===== src/rtl/csr_pkg.sv =====
// Shared CSR constants: register indices, AXI response code and word type.
// Imported by the AXI-lite responder and anything that decodes the CSR image.
package csr_pkg;

    localparam int CSR_REG_NUM      = 32;

    localparam int CSR_START        = 0;
    localparam int CSR_STATUS       = 1;
    localparam int CSR_PLAIN_LO     = 2;
    localparam int CSR_PLAIN_HI     = 26;
    localparam int CSR_PERF_DMA_DAT = 27;
    localparam int CSR_PERF_DMA_WT  = 28;
    localparam int CSR_PERF_FSM_DAT = 29;
    localparam int CSR_PERF_FSM_WT  = 30;
    localparam int CSR_VERSION      = CSR_REG_NUM - 1;

    localparam logic [1:0] RESP_OKAY = 2'b00;

    typedef logic [31:0] csr_word_t;

endpackage


===== src/rtl/csr_axil_slave.sv =====
// AXI4-Lite CSR responder: write commits and BVALID one cycle after AW+W, RDATA/RVALID one cycle after AR.
// One write and one read outstanding; B/R held until BREADY/RREADY, which gates the next AW/W/AR accept.
module csr_axil_slave
    import csr_pkg::*;
#(
    parameter int        REG_NUM = CSR_REG_NUM,
    parameter int        ADDR_W  = $clog2(REG_NUM) + 2,
    parameter csr_word_t VERSION = 32'h0001_0000
) (
    input  logic                  clk,
    input  logic                  rst,
    input  logic                  S_AXI_AWVALID,
    output logic                  S_AXI_AWREADY,
    input  logic [ADDR_W-1:0]     S_AXI_AWADDR,
    input  logic [2:0]            S_AXI_AWPROT,
    input  logic [31:0]           S_AXI_WDATA,
    input  logic [3:0]            S_AXI_WSTRB,
    input  logic                  S_AXI_WVALID,
    output logic                  S_AXI_WREADY,
    output logic [1:0]            S_AXI_BRESP,
    output logic                  S_AXI_BVALID,
    input  logic                  S_AXI_BREADY,
    input  logic                  S_AXI_ARVALID,
    output logic                  S_AXI_ARREADY,
    input  logic [ADDR_W-1:0]     S_AXI_ARADDR,
    input  logic [2:0]            S_AXI_ARPROT,
    output logic [31:0]           S_AXI_RDATA,
    output logic [1:0]            S_AXI_RRESP,
    output logic                  S_AXI_RVALID,
    input  logic                  S_AXI_RREADY,
    output logic [REG_NUM*32-1:0] csr_out,
    output logic                  start_pulse,
    input  logic                  core_done,
    input  logic [4*32-1:0]       perf_cnt
);

    localparam int IDX_W   = ADDR_W - 2;
    localparam int VER_IDX = REG_NUM - 1;

    logic             aw_held_q, aw_held_d;
    logic             w_held_q, w_held_d;
    logic             bvalid_q, bvalid_d;
    logic [IDX_W-1:0] aw_idx_q, aw_idx_d;
    csr_word_t        wdata_q, wdata_d;
    logic             rvalid_q, rvalid_d;
    csr_word_t        rdata_q, rdata_d;
    logic             busy_q, busy_d;
    logic             done_q, done_d;
    logic             start_q, start_d;
    csr_word_t        plain_q [CSR_PLAIN_LO:CSR_PLAIN_HI];
    csr_word_t        plain_d [CSR_PLAIN_LO:CSR_PLAIN_HI];
    csr_word_t        image   [REG_NUM];

    logic             aw_hs, w_hs, ar_hs, wr_fire;
    logic [IDX_W-1:0] wr_idx, rd_idx;
    csr_word_t        wr_dat;

    // Protection, strobes and byte-lane address bits carry no meaning here.
    logic unused_inputs;
    assign unused_inputs = ^{S_AXI_AWPROT, S_AXI_ARPROT, S_AXI_WSTRB,
                             S_AXI_AWADDR[1:0], S_AXI_ARADDR[1:0]};

    assign S_AXI_AWREADY = !rst && !aw_held_q && !bvalid_q;
    assign S_AXI_WREADY  = !rst && !w_held_q && !bvalid_q;
    assign S_AXI_ARREADY = !rst && !rvalid_q;
    assign S_AXI_BVALID  = bvalid_q;
    assign S_AXI_BRESP   = RESP_OKAY;
    assign S_AXI_RVALID  = rvalid_q;
    assign S_AXI_RDATA   = rdata_q;
    assign S_AXI_RRESP   = RESP_OKAY;
    assign start_pulse   = start_q;

    // Write channel: a held beat and a fresh beat can complete the pair together.
    always_comb begin
        aw_hs     = S_AXI_AWVALID && S_AXI_AWREADY;
        w_hs      = S_AXI_WVALID && S_AXI_WREADY;
        wr_fire   = (aw_held_q || aw_hs) && (w_held_q || w_hs);
        wr_idx    = aw_held_q ? aw_idx_q : S_AXI_AWADDR[ADDR_W-1:2];
        wr_dat    = w_held_q ? wdata_q : S_AXI_WDATA;
        aw_held_d = aw_held_q;
        w_held_d  = w_held_q;
        aw_idx_d  = aw_idx_q;
        wdata_d   = wdata_q;
        bvalid_d  = bvalid_q;
        if (wr_fire) begin
            aw_held_d = 1'b0;
            w_held_d  = 1'b0;
            bvalid_d  = 1'b1;
        end else begin
            if (aw_hs) begin
                aw_held_d = 1'b1;
                aw_idx_d  = S_AXI_AWADDR[ADDR_W-1:2];
            end
            if (w_hs) begin
                w_held_d = 1'b1;
                wdata_d  = S_AXI_WDATA;
            end
            if (bvalid_q && S_AXI_BREADY) begin
                bvalid_d = 1'b0;
            end
        end
    end

    // Register updates; a start write beats a same-cycle done, and done beats a W1C.
    always_comb begin
        plain_d = plain_q;
        for (int i = CSR_PLAIN_LO; i <= CSR_PLAIN_HI; i++) begin
            if (wr_fire && wr_idx == IDX_W'(i)) begin
                plain_d[i] = wr_dat;
            end
        end
        start_d = wr_fire && (wr_idx == IDX_W'(CSR_START)) && wr_dat[0];
        busy_d  = busy_q;
        if (start_d) begin
            busy_d = 1'b1;
        end else if (core_done) begin
            busy_d = 1'b0;
        end
        done_d = done_q;
        if (core_done) begin
            done_d = 1'b1;
        end else if (wr_fire && (wr_idx == IDX_W'(CSR_STATUS)) && wr_dat[0]) begin
            done_d = 1'b0;
        end
    end

    always_comb begin
        for (int i = 0; i < REG_NUM; i++) begin
            image[i] = '0;
        end
        image[CSR_START]  = {31'b0, busy_q};
        image[CSR_STATUS] = {31'b0, done_q};
        for (int i = CSR_PLAIN_LO; i <= CSR_PLAIN_HI; i++) begin
            image[i] = plain_q[i];
        end
        for (int k = 0; k < 4; k++) begin
            image[CSR_PERF_DMA_DAT + k] = perf_cnt[32*k +: 32];
        end
        image[VER_IDX] = VERSION;
    end

    always_comb begin
        csr_out = '0;
        for (int i = 0; i < REG_NUM; i++) begin
            csr_out[32*i +: 32] = image[i];
        end
    end

    // Read channel samples the pre-write image, so a same-cycle write is not visible.
    always_comb begin
        ar_hs    = S_AXI_ARVALID && S_AXI_ARREADY;
        rd_idx   = S_AXI_ARADDR[ADDR_W-1:2];
        rdata_d  = rdata_q;
        rvalid_d = rvalid_q;
        if (ar_hs) begin
            rdata_d  = image[rd_idx];
            rvalid_d = 1'b1;
        end else if (rvalid_q && S_AXI_RREADY) begin
            rvalid_d = 1'b0;
        end
    end

    always_ff @(posedge clk) begin
        if (rst) begin
            aw_held_q <= 1'b0;
            w_held_q  <= 1'b0;
            bvalid_q  <= 1'b0;
            aw_idx_q  <= '0;
            wdata_q   <= '0;
            rvalid_q  <= 1'b0;
            rdata_q   <= '0;
            busy_q    <= 1'b0;
            done_q    <= 1'b0;
            start_q   <= 1'b0;
            for (int i = CSR_PLAIN_LO; i <= CSR_PLAIN_HI; i++) begin
                plain_q[i] <= '0;
            end
        end else begin
            aw_held_q <= aw_held_d;
            w_held_q  <= w_held_d;
            bvalid_q  <= bvalid_d;
            aw_idx_q  <= aw_idx_d;
            wdata_q   <= wdata_d;
            rvalid_q  <= rvalid_d;
            rdata_q   <= rdata_d;
            busy_q    <= busy_d;
            done_q    <= done_d;
            start_q   <= start_d;
            plain_q   <= plain_d;
        end
    end

endmodule


===== config.mk =====
export PLATFORM = sky130hd
export DESIGN_NAME = csr_axil_slave
export DESIGN_NICKNAME = d
export VERILOG_FILES = /design/src/rtl/csr_pkg.sv /design/src/rtl/csr_axil_slave.sv
export SDC_FILE = /design/constraint.sdc
export NUM_CORES = 2
export LEC_CHECK = 0
export ABC_CLOCK_PERIOD_IN_PS = 2400
export CAP_MARGIN = 10
export CORE_AREA = 4 4 483 485
export CTS_CLUSTER_DIAMETER = 120
export DETAILED_ROUTE_END_ITERATION = 12
export DIE_AREA = 0 0 487 489
export GPL_TIMING_DRIVEN = 0
export PLACE_DENSITY = 0.34
export SLEW_MARGIN = 30
export SYNTH_ARGS = -nofsm -noshare
export SYNTH_HDL_FRONTEND = slang
export SYNTH_SLANG_ARGS = --single-unit

===== constraint.sdc =====
create_clock -name clk -period 2.4 [get_ports clk]
set_input_delay 0.36 -clock clk [delete_from_list [all_inputs] [get_ports clk]]
set_output_delay 0.36 -clock clk [all_outputs]
set_load 0.03 [all_outputs]

==> metrics.log <==
[metrics] Clock Skews: 0.0352 ns
[metrics] final clock period utilization by the worst path: 104%
[metrics] Pwr per Cell Area: 653 nW/um2
[metrics] slew margin rel.: 32.8%
[metrics] total internal power: 28.0 mW
[metrics] worst hold slack: 0.158 ns
[metrics] portion of synthesized cell area occupied by the leading cell type: 44.7%
[metrics] smallest setup slack after layout: -0.0902 ns
[metrics] flop and latch count out of synthesis: 876
[metrics] master cell of the clock root buffer: sky130_fd_sc_hd__clkbuf_16
[metrics] Tot GR Track Use: around a quarter
[metrics] class of the tightest hold or removal check: in -> reg
[metrics] relative contribution of sequential cells to total power: between 30 and 40%
[metrics] failing checks: negative setup slack
[metrics] antenna violations before repair: 61
[metrics] count of cell types in the netlist: 52
[metrics] Leak: 21.6 nW
[metrics] DRC: 0
[metrics] run status: finished with violations
[metrics] upper clock frequency limit: 0.402 GHz
[metrics] CTS tree: yes
[metrics] total number of clock tree sinks: 876
[metrics] combinational group share of total power: approximately 14%
[metrics] vias per inst: 4.50
[metrics] count of H-tree levels built during CTS: 3
[metrics] routed via count: 39174
[metrics] arrival time at the worst endpoint: about 3.1 ns
[metrics] Seq/Total Area, Yosys: 44.7%
[metrics] share of synthesized registers carrying an async set or reset: 0%
[metrics] met3 routed WL: around 24 mm
[metrics] total I/O pin count: ~1300
[metrics] hold buffer count at cts: 0
[metrics] DIE HEIGHT: between 400 and 500 um
[metrics] number of design-rule violations left by the first detailed-router iteration: 2465
[metrics] nature of the critical path endpoint: flip-flop
[metrics] 1st-pass router iterations: 5
[metrics] Port Buffers: roughly 1100
[metrics] Clock Latency Late Sink: 0.78 ns
[metrics] part of the total power dissipated in the clock network: 48.4%
[metrics] final max-slew violation count: 0
[metrics] maximum VDD drop: 0.533 mV
[metrics] top sig layer: met5
[metrics] final core occ: 26.4%
[metrics] switching power: 11.5 mW
[metrics] final setup violation count: 2
[metrics] starting utilization of the core area: between 15 and 20%
[metrics] global placer's final weighted congestion: approximately 0.87
[metrics] number of instances in the synthesized netlist: 4182
[metrics] cell taking the most area after synthesis: sky130_fd_sc_hd__dfxtp_1
[metrics] via count of the first global-routing pass: 39123
[metrics] Met1 Routed Length: approximately 120 mm
[metrics] overall routed net length: approximately 310 mm
[metrics] Final min period: 2.49 ns
[metrics] number of hold violations in the final report: 0
[metrics] fraction of layout instances using a drive strength above 1: 18.6%
[metrics] Max Fanout on Critical Path: 11
[metrics] fill cell instance count of the final layout: about 25000
[metrics] DP Wirelength: 265 mm
[metrics] top_reg_cell synth: sky130_fd_sc_hd__dfxtp_1
[metrics] Die Outline Area: 238000 um2
[metrics] count of standard-cell rows: 176
[metrics] data required time at the worst endpoint: 3.05 ns
[metrics] number of max-cap violations: 0
[metrics] final routed wire length divided by cell count: 35.4 um
[metrics] number of buffers on the longest clock path: 3
[metrics] Chip Width: 487 um
[metrics] Avg Synthesized Cell Area: 9.37 um2
[metrics] global route overflow: 0
[metrics] number of enable-type register cells in the synthesized netlist: 0
[metrics] post-synthesis instance area: 39200 um2
[metrics] synth top area cells: sky130_fd_sc_hd__dfxtp_1 (45%), sky130_fd_sc_hd__a211oi_1 (16%), sky130_fd_sc_hd__nor2_1 (8.4%), sky130_fd_sc_hd__mux4_2 (7.2%), sky130_fd_sc_hd__mux2i_1 (5.8%)
[metrics] met2 layer wire length in the routed design: approximately 150 mm
[metrics] Post-layout nets: 5753
[metrics] global-route wire length before repair: 398 mm
[metrics] pin slew with the least headroom to its limit: around 1 ns
[metrics] post-route ant nets: 0
[metrics] setup repair after global routing missed its margin: yes
[metrics] clock-pin transition on the worst setup and hold timing paths: ~0.06 ns
[metrics] area growth from synthesis to layout: 54.4%
[metrics] Core Area: 229000 um2
[metrics] maximum number of pins on one net before global-route repair: 17
[metrics] critical path startpoint category: input pin
[metrics] fraction of power spent switching nets: 29.1%
[metrics] Critical Setup Path Class: in -> reg
[metrics] total clock buffers created by CTS: about 120
[metrics] synth warn: 0
## metrics by stage
step	instance area (um2)	total power [mW]	setup slack [ns]	TNS, ns	instances
5_1_grt	60500	40.7	-0.0113	-0.0283	8695
3_5_place_dp	55000	20.5	-2.38	-699.68	8454
3_3_place_gp	54800	20.4	-2.85	-904.04	8447
6_report	60500	39.5	-0.0902	-0.0932	8713
2_1_floorplan	39600	17.7	0.285	0	4278
4_1_cts	60100	39.9	0.000728	0	8680
## worst paths after layout
check	start	endpoint	slack, ns	cells after the start
min reg2reg	S_AXI_RDATA[31]	S_AXI_RDATA[31]	0.45	2
max	S_AXI_ARADDR[4]	S_AXI_RDATA[28]	-0.09	9
min	S_AXI_RREADY	S_AXI_RVALID	0.16	2
max reg2reg	w_held_q	csr_out[224]	0.05	4
## registers in the layout (all words and copies together) (netlist names)
signal / count
S_AXI_BVALID: 1
S_AXI_RDATA: 32
S_AXI_RVALID: 1
aw_held_q: 1
aw_idx_q: 5
busy_q: 1
csr_out: 800
done_q: 1
start_pulse: 1
w_held_q: 1
wdata_q: 32
## layout by cell type, fill, tap and decap left out, types with 34 or more instances in the layout
cell type	count
sky130_fd_sc_hd__clkbuf_16	117
sky130_fd_sc_hd__clkdlybuf4s50_1	931
sky130_fd_sc_hd__buf_4	328
sky130_fd_sc_hd__nand2_1	132
sky130_fd_sc_hd__dlygate4sd2_1	201
sky130_fd_sc_hd__clkbuf_2	100
sky130_fd_sc_hd__a21oi_1	73
sky130_fd_sc_hd__clkbuf_1	133
sky130_fd_sc_hd__conb_1	98
sky130_fd_sc_hd__buf_2	105
sky130_fd_sc_hd__a211oi_1	827
sky130_fd_sc_hd__mux2i_1	186
sky130_fd_sc_hd__nor2_1	880
sky130_fd_sc_hd__dfxtp_1	874
sky130_fd_sc_hd__nor2b_1	34
sky130_fd_sc_hd__o21ai_0	86
sky130_fd_sc_hd__mux4_2	126
## Yosys cell counts (all sizes together) (2+ instances only)
cell and count:
or3b 2, nor3b 2, nor3 5, nor2 881
a21oi 73, nor4 2, a211oi 834, o22ai 33
nand3 5, and3 5, o32ai 2, clkbuf 234
a31oi 31, nor2b 36, o21ai 93, nand2b 3
mux2i 227, inv 7, mux4 126, nand4 2
o32a 2, mux2 5, o311ai 2, a221oi 30
o31ai 5, o31a 30, buf 457, and4 18
nand2 133, nand3b 4, conb 2, dfxtp 876
and3b 5
## final cells by class
class / count / area (um2) / area share [%]
well taps: 3026 / 3790 / 6.26
flip-flops and latches: 876 / 17500 / 29.0
inverters: 7 / 26.3 / 0.0434
clock buffers: 168 / 3410 / 5.63
plain buffers: 686 / 4410 / 7.28
diodes: 29 / 72.6 / 0.120
repair buffers: 1171 / 11500 / 19.0
clock inverters: 46 / 719 / 1.19
multi-input cells: 2704 / 19100 / 31.5
## critical path, cell delays in order
cell and delay [ns]:
sky130_fd_sc_hd__clkdlybuf4s50_1 0.47, sky130_fd_sc_hd__clkbuf_4 0.33, sky130_fd_sc_hd__buf_6 0.30, sky130_fd_sc_hd__buf_6 0.27, sky130_fd_sc_hd__mux4_2 0.37, sky130_fd_sc_hd__mux2i_1 0.39, sky130_fd_sc_hd__nor2_1 0.14, sky130_fd_sc_hd__a31oi_1 0.34
sky130_fd_sc_hd__o21ai_0 0.14
## repair_timing
action	CTS	global route
setup endpoints to repair	1067	623
cloned	0	1
resized for setup	560	101
setup buffers	15	5
pin swaps	6	6
## power groups by stage
stage / clock, mW / combinational [mW] / sequential (mW)
6_report: 19.1 / 5.49 / 14.9
3_3_place_gp: 0 / 5.24 / 15.2
4_1_cts: 19.5 / 5.49 / 14.9
5_1_grt: 20.1 / 5.74 / 14.9
3_5_place_dp: 0 / 5.30 / 15.2
2_1_floorplan: 0 / 2.29 / 15.4
## routing by layer
metal | global-route usage [%] | vias to the layer above
li1 | - | 17746
met1 | 29.7 | 19638
met2 | 43.3 | 1462
met3 | 7.40 | 304
met4 | 6.96 | 24
met5 | 0 | -
## cells by family (layout without fill, tap and decap cells)
kind of cell / count (synthesis) / after routing / synth area share [%]
buffers and inverters: 698 / 2078 / 9.76
multiplexers: 358 / 358 / 13.2
other: 2 / 127 / 0.0192
AO/OA/AOI/OAI: 1143 / 1143 / 20.9
AND/OR/NAND/NOR: 1105 / 1105 / 11.4
flip-flops: 876 / 876 / 44.7
(Power assumes the default switching activity.)
